File: src/rtl/instruction_sequencer.sv
// Program store and sequencer for the Tiny CPU: loads a small program over a
// valid/ready stream and plays it out, one word per cycle, after a leading Clear.
module instruction_sequencer #(
    parameter int AW = 4
) (
    input  logic          Clock,
    input  logic          Reset,
    input  logic          LoadStart,
    input  logic          LoadValid,
    input  logic [3:0]    LoadData,
    input  logic          LoadEnd,
    output logic          LoadReady,
    input  logic          Start,
    input  logic          Pause,
    input  logic          Halt,
    input  logic          Loop,
    output logic [3:0]    Instruction,
    output logic          InstrValid,
    output logic [AW-1:0] PC,
    output logic [AW:0]   ProgLength,
    output logic          Busy,
    output logic          Done
);

    localparam int          DEPTH   = 2**AW;
    localparam logic [AW:0] C_DEPTH = DEPTH[AW:0];
    localparam logic [AW:0] C_ONE   = {{AW{1'b0}}, 1'b1};
    localparam logic [3:0]  C_NOP   = 4'b1111;
    localparam logic [3:0]  C_CLEAR = 4'b0000;

    typedef enum logic [1:0] {
        S_IDLE  = 2'd0,
        S_LOAD  = 2'd1,
        S_CLEAR = 2'd2,
        S_RUN   = 2'd3
    } state_t;

    state_t        r_state, w_state_nxt;
    logic [3:0]    r_mem [DEPTH];
    logic [AW:0]   r_wptr, w_wptr_nxt, w_wptr_inc;
    logic [AW:0]   r_len, w_len_nxt;
    // r_next is the address to issue next; r_pc is the address last shown.
    logic [AW-1:0] r_next, w_next_nxt;
    logic [AW-1:0] r_pc, w_pc_nxt;
    logic          r_end, w_end_nxt;
    logic [3:0]    r_instr, w_instr_nxt;
    logic          r_valid, w_valid_nxt;
    logic          r_busy, w_busy_nxt;
    logic          r_done, w_done_nxt;
    logic          r_ready, w_ready_nxt;
    logic          w_hs, w_we, w_last;

    assign w_hs       = LoadValid & r_ready;
    assign w_wptr_inc = r_wptr + {{AW{1'b0}}, w_hs};
    assign w_last     = ({1'b0, r_next} == (r_len - C_ONE));

    // Next-state and next-output logic for the sequencer FSM.
    always_comb begin
        w_state_nxt = r_state;
        w_wptr_nxt  = r_wptr;
        w_len_nxt   = r_len;
        w_next_nxt  = r_next;
        w_pc_nxt    = r_pc;
        w_end_nxt   = r_end;
        w_instr_nxt = C_NOP;
        w_valid_nxt = 1'b0;
        w_done_nxt  = 1'b0;
        w_we        = 1'b0;
        case (r_state)
            S_IDLE: begin
                if (LoadStart) begin
                    w_state_nxt = S_LOAD;
                    w_wptr_nxt  = {(AW+1){1'b0}};
                end else if (Start && (r_len != {(AW+1){1'b0}})) begin
                    w_state_nxt = S_CLEAR;
                    w_instr_nxt = C_CLEAR;
                    w_valid_nxt = 1'b1;
                    w_pc_nxt    = {AW{1'b0}};
                    w_next_nxt  = {AW{1'b0}};
                    w_end_nxt   = 1'b0;
                end else begin
                    w_state_nxt = S_IDLE;
                end
            end
            S_LOAD: begin
                w_we       = w_hs;
                w_wptr_nxt = w_wptr_inc;
                // A word handshaken alongside LoadEnd still counts.
                if (LoadEnd) begin
                    w_state_nxt = S_IDLE;
                    w_len_nxt   = w_wptr_inc;
                end else if (w_wptr_inc == C_DEPTH) begin
                    w_state_nxt = S_IDLE;
                    w_len_nxt   = C_DEPTH;
                end else begin
                    w_state_nxt = S_LOAD;
                end
            end
            S_CLEAR, S_RUN: begin
                if (Halt) begin
                    w_state_nxt = S_IDLE;
                end else if (Pause) begin
                    w_state_nxt = S_RUN;
                end else if (r_end) begin
                    w_state_nxt = S_IDLE;
                    w_done_nxt  = 1'b1;
                end else begin
                    w_state_nxt = S_RUN;
                    w_instr_nxt = r_mem[r_next];
                    w_valid_nxt = 1'b1;
                    w_pc_nxt    = r_next;
                    if (!w_last) begin
                        w_next_nxt = r_next + {{(AW-1){1'b0}}, 1'b1};
                    end else if (Loop) begin
                        w_next_nxt = {AW{1'b0}};
                    end else begin
                        w_end_nxt = 1'b1;
                    end
                end
            end
            default: begin
                w_state_nxt = S_IDLE;
            end
        endcase
        w_busy_nxt  = (w_state_nxt == S_CLEAR) || (w_state_nxt == S_RUN);
        w_ready_nxt = (w_state_nxt == S_LOAD) && (w_wptr_nxt < C_DEPTH);
    end

    // State and registered outputs.
    always_ff @(posedge Clock) begin
        if (Reset) begin
            r_state <= S_IDLE;
            r_wptr  <= {(AW+1){1'b0}};
            r_len   <= {(AW+1){1'b0}};
            r_next  <= {AW{1'b0}};
            r_pc    <= {AW{1'b0}};
            r_end   <= 1'b0;
            r_instr <= C_NOP;
            r_valid <= 1'b0;
            r_busy  <= 1'b0;
            r_done  <= 1'b0;
            r_ready <= 1'b0;
        end else begin
            r_state <= w_state_nxt;
            r_wptr  <= w_wptr_nxt;
            r_len   <= w_len_nxt;
            r_next  <= w_next_nxt;
            r_pc    <= w_pc_nxt;
            r_end   <= w_end_nxt;
            r_instr <= w_instr_nxt;
            r_valid <= w_valid_nxt;
            r_busy  <= w_busy_nxt;
            r_done  <= w_done_nxt;
            r_ready <= w_ready_nxt;
        end
    end

    // Program memory; deliberately not reset, ProgLength gates reachability.
    always_ff @(posedge Clock) begin
        if (w_we) begin
            r_mem[r_wptr[AW-1:0]] <= LoadData;
        end
    end

    assign LoadReady   = r_ready;
    assign Instruction = r_instr;
    assign InstrValid  = r_valid;
    assign PC          = r_pc;
    assign ProgLength  = r_len;
    assign Busy        = r_busy;
    assign Done        = r_done;

endmodule

File: config.mk
export PLATFORM = sky130hd
export DESIGN_NAME = instruction_sequencer
export DESIGN_NICKNAME = d
export VERILOG_FILES = /design/src/rtl/instruction_sequencer.sv
export SDC_FILE = /design/constraint.sdc
export NUM_CORES = 1
export LEC_CHECK = 0
export ABC_AREA = 1
export BUFFER_PORTS_ARGS = -buffer_cell sky130_fd_sc_hd__buf_2
export CORE_MARGIN = 3
export CORE_UTILIZATION = 25
export DETAILED_ROUTE_END_ITERATION = 6
export GPL_TIMING_DRIVEN = 0
export PLACE_DENSITY = 0.43
export REMOVE_ABC_BUFFERS = 1
export SLEW_MARGIN = 40
export SYNTH_ARGS = -nofsm -noshare
export SYNTH_HDL_FRONTEND = slang
export SYNTH_SLANG_ARGS = --single-unit
File: constraint.sdc
create_clock -name Clock -period 1.58 [get_ports Clock]
set_clock_uncertainty 0.1 [all_clocks]
set_input_delay 0.158 -clock Clock [delete_from_list [all_inputs] [get_ports Clock]]
set_output_delay 0.158 -clock Clock [all_outputs]
set_load 0.01 [all_outputs]
==> key figures <==
Cells and area
  – Layout cells sized above 1: 0.3238
  – Synthesis-to-finish area growth: 29.87%
  – Most frequent cells in the layout: 68 x nor2_1, 64 x edfxtp_1, 49 x nand2_1
  – Fin nets: 503
  – Design Area, Final: 5445 µm²
  – Antenna Cells: 0
  – Most common cell after layout, fill and taps aside: nor2_1

Power and ir drop
  – Sw Ratio: 0.2287
  – Clock share of power: 0.421
  – Net Sw Power: about 1200 µW
  – Leak: between 0.0015 and 0.002 µW
  – P_int: 4026 µW
  – Total Power: around 5200 µW
  – Flop pwr share: 0.518
  – Pwr dens: 958.7 nW/µm²
  – IR drop worst, VDD: roughly 0.48 mV
  – Combinational share of power: 0.061

Worst setup path
  – Setup CP Type: register to register
  – Max FO, Critical Path: 6
  – Worst EP arrival: 1.82 ns
  – CP Launch Type: register
  – Internal reg-to-reg setup slack: -0.07 ns
  – R2r endpoint: LoadReady
  – Critical path origin: r_wptr[0]
  – CP required: 1.75 ns
  – Worst Setup End Kind: register
  – Reg2reg path depth: 10
  – Reg-to-reg critical path startpoint: r_wptr[0]

Outcome
  – Status: finished, violations left
  – Violated checks: negative setup slack

Drt
  – DR vias: 3189
  – Final wirelength: 11110 µm
  – DR WL met3: 417 µm
  – Metal2 WL: roughly 5300 µm
  – Routed length per instance: roughly 16 µm
  – DRT iter0 DRCs: 218
  – Via/cell ratio: 4.511
  – Final ANT Viol Nets: 0
  – WL met1: between 5000 and 6000 µm
  – DR top layer: met4
  – 1st-pass router iterations: 5
  – DRC Markers: 0

Synthesis
  – Post-synth EDFFs: 64
  – #FFs+latches synth: 96
  – Syn Area/Cell: around 9.5 µm²
  – Yosys warns: 0
  – Post-Syn Area: 4193 µm²
  – Sequential area share after synthesis: 0.6112
  – Gate Count Post-Synth: between 400 and 500
  – Fraction of registers with async set/reset: 0
  – Most used flip-flop cell after synthesis: edfxtp_1
  – Area leader, netlist: edfxtp_1
  – Synth area leaders: edfxtp_1 46%, dfxtp_1 15%, nor2_1 7.9%, nand3_1 5.7%, nand2_1 5.3%
  – Synth unique cells: 29
  – Yosys top cell area share: 0.4584

Place
  – GPL Wtd Cong: 0.8513
  – Port buffer count: 29
  – Placed instance area: 4527 µm²
  – Dpl hpwl: approximately 7000 µm

Floorplanning
  – Initial core utilization: 0.2592
  – Die height: 135.5 µm
  – Core ar.: 16170 µm²
  – # IOs: 30
  – Die Area: 18360 µm²
  – Std cell rows: 46
  – Die width: 135.5 µm

Hold path
  – Hold path startpoint: LoadEnd
  – Worst min path class: input pin to register
  – Hold EP: ProgLength[1]
  – Hold Crit Depth: 3

Global routing
  – Grt ovf: 0
  – Vias in the first global route: 3195
  – First-pass GRT wire length: 17490 µm
  – Antenna violations before repair: 0
  – Pin count of the biggest net entering global routing: 33
  – Gr usage total: 0.1260

STA
  – Fin. Hold Viols: 0
  – Slew margin rel.: 0.7369
  – Minimum clock period: roughly 1.6 ns
  – Final Max Slew Viols: 0
  – Fin Hold WS: ~0.034 ns
  – Ratio of final minimum period to clock period: 1.044
  – Fmax: 606.2 MHz
  – Worst Max-Slew Pin Slew: 0.3937 ns
  – RSZ-0062 raised after global routing: yes
  – Slack of the critical path: -0.06958 ns
  – Final setup vio count: 21

Run
  – Number of max-cap violations: 0

Clocking
  – CTS clk-pin slew, worst paths: 0.06 ns
  – CTS HTree Levels: 3
  – CTS buffer count: 9
  – Max Root-Sink Buffers: 2
  – CTS tree: built
  – Post-CTS Hold Fix Bufs: 0
  – Clock tree root buffer cell: clkbuf_16
  – Clk Latency, worst-skew pair: 0.36 ns
  – CTS sink cnt: 96
[metrics by stage]
step           setup TNS (ns)  setup WS, ns    util  std cells
2_1_floorplan          -15.72       -0.3989       -        426
3_3_place_gp           -48.71        -1.283  0.2797        671
3_5_place_dp           -47.74       -0.9263  0.2799        671
4_1_cts                -1.317      -0.07591  0.3231        701
5_1_grt                -3.017       -0.1856  0.3367        707
6_report              -0.7191      -0.06958  0.3367        707
[synthesized netlist by cell type (2+ instances only)]
library cell  count
nor2_1           88
edfxtp_1         64
nand2_1          59
nand3_1          48
inv_1            34
dfxtp_1          32
o21ai_0          18
o21ai_1          18
a21oi_1          14
o211ai_1         12
inv_2             8
buf_2             7
nor2_2            6
nand2_2           5
clkbuf_1          4
ha_1              4
buf_4             3
nand4_1           3
a21oi_2           2
nand3_2           2
nor2_4            2
[routing by layer]
| layer | up-vias | global-route usage |
|---|---|---|
| met5 | - | 0 |
| met4 | 0 | 0.04087 |
| met3 | 15 | 0.03418 |
| met2 | 64 | 0.2046 |
| met1 | 1529 | 0.1637 |
| li1 | 1581 | - |
[sequential cells by signal, indices dropped and copies added, names as in the netlist, named ones only]
name and count:
LoadReady 1, PC 4, r_wptr 5, r_state 1, r_end 1, InstrValid 1
Done 1, r_next 4, Busy 1, Instruction 4, ProgLength 5, r_mem 64
[what timing repair did]
action,CTS,global route
setup buffers,14,5
setup endpoints to repair,91,89
resized for setup,73,39
gates cloned,0,1
pin swaps,18,20
[worst max-delay path by stage]
stage                                end  slack [ns]  cells past startpoint
final                          LoadReady       -0.07                     10
after global routing       ProgLength[0]       -0.19                     10
after CTS                       register       -0.08                     11
after detailed placement     r_mem[6][0]       -0.93                      5
after global placement    Instruction[0]       -1.28                      7
after floorplan              r_mem[6][0]       -0.40                      5
[cells by family (layout without fill, tap and decap cells)]
logic type,after synthesis,count (layout),share of synthesized area
xor+xnor,2,2,0.004179
compound gates,66,66,0.08893
simple gates,216,217,0.2262
flops,96,96,0.6112
buf+inv,57,106,0.05759
fa+ha+maj,4,4,0.01194
[worst max-delay path, stage by stage (launching register included)]
cell and delay [ns]:
dfxtp_2 0.43, ha_4 0.18, ha_4 0.17, nand2_4 0.06
nand2_2 0.06, inv_2 0.04, nor2_4 0.14, nor2_4 0.05
nand2_4 0.09, nand3_2 0.10, nor3_4 0.14
[power groups by stage]
stage                     Combinational, µW  Clock (µW)  Sequential, µW
after global placement                  222           0            2770
after global routing                    351        2370            2710
after floorplan                         119           0            2770
after detailed placement                223           0            2770
final                                   316        2200            2710
after CTS                               287        2240            2710
[layout make-up]
type	count	area [µm²]
Sequential cell	96	2584
Timing Repair Buffer	48	340.3
Inverter	42	172.7
Multi-Input combinational cell	289	1783
Tap cell	216	270.3
Clock inverter	7	70.07
Fill cell	1642	10730
Clock buffer	9	225.2
Power figures use the tool's default switching activity.
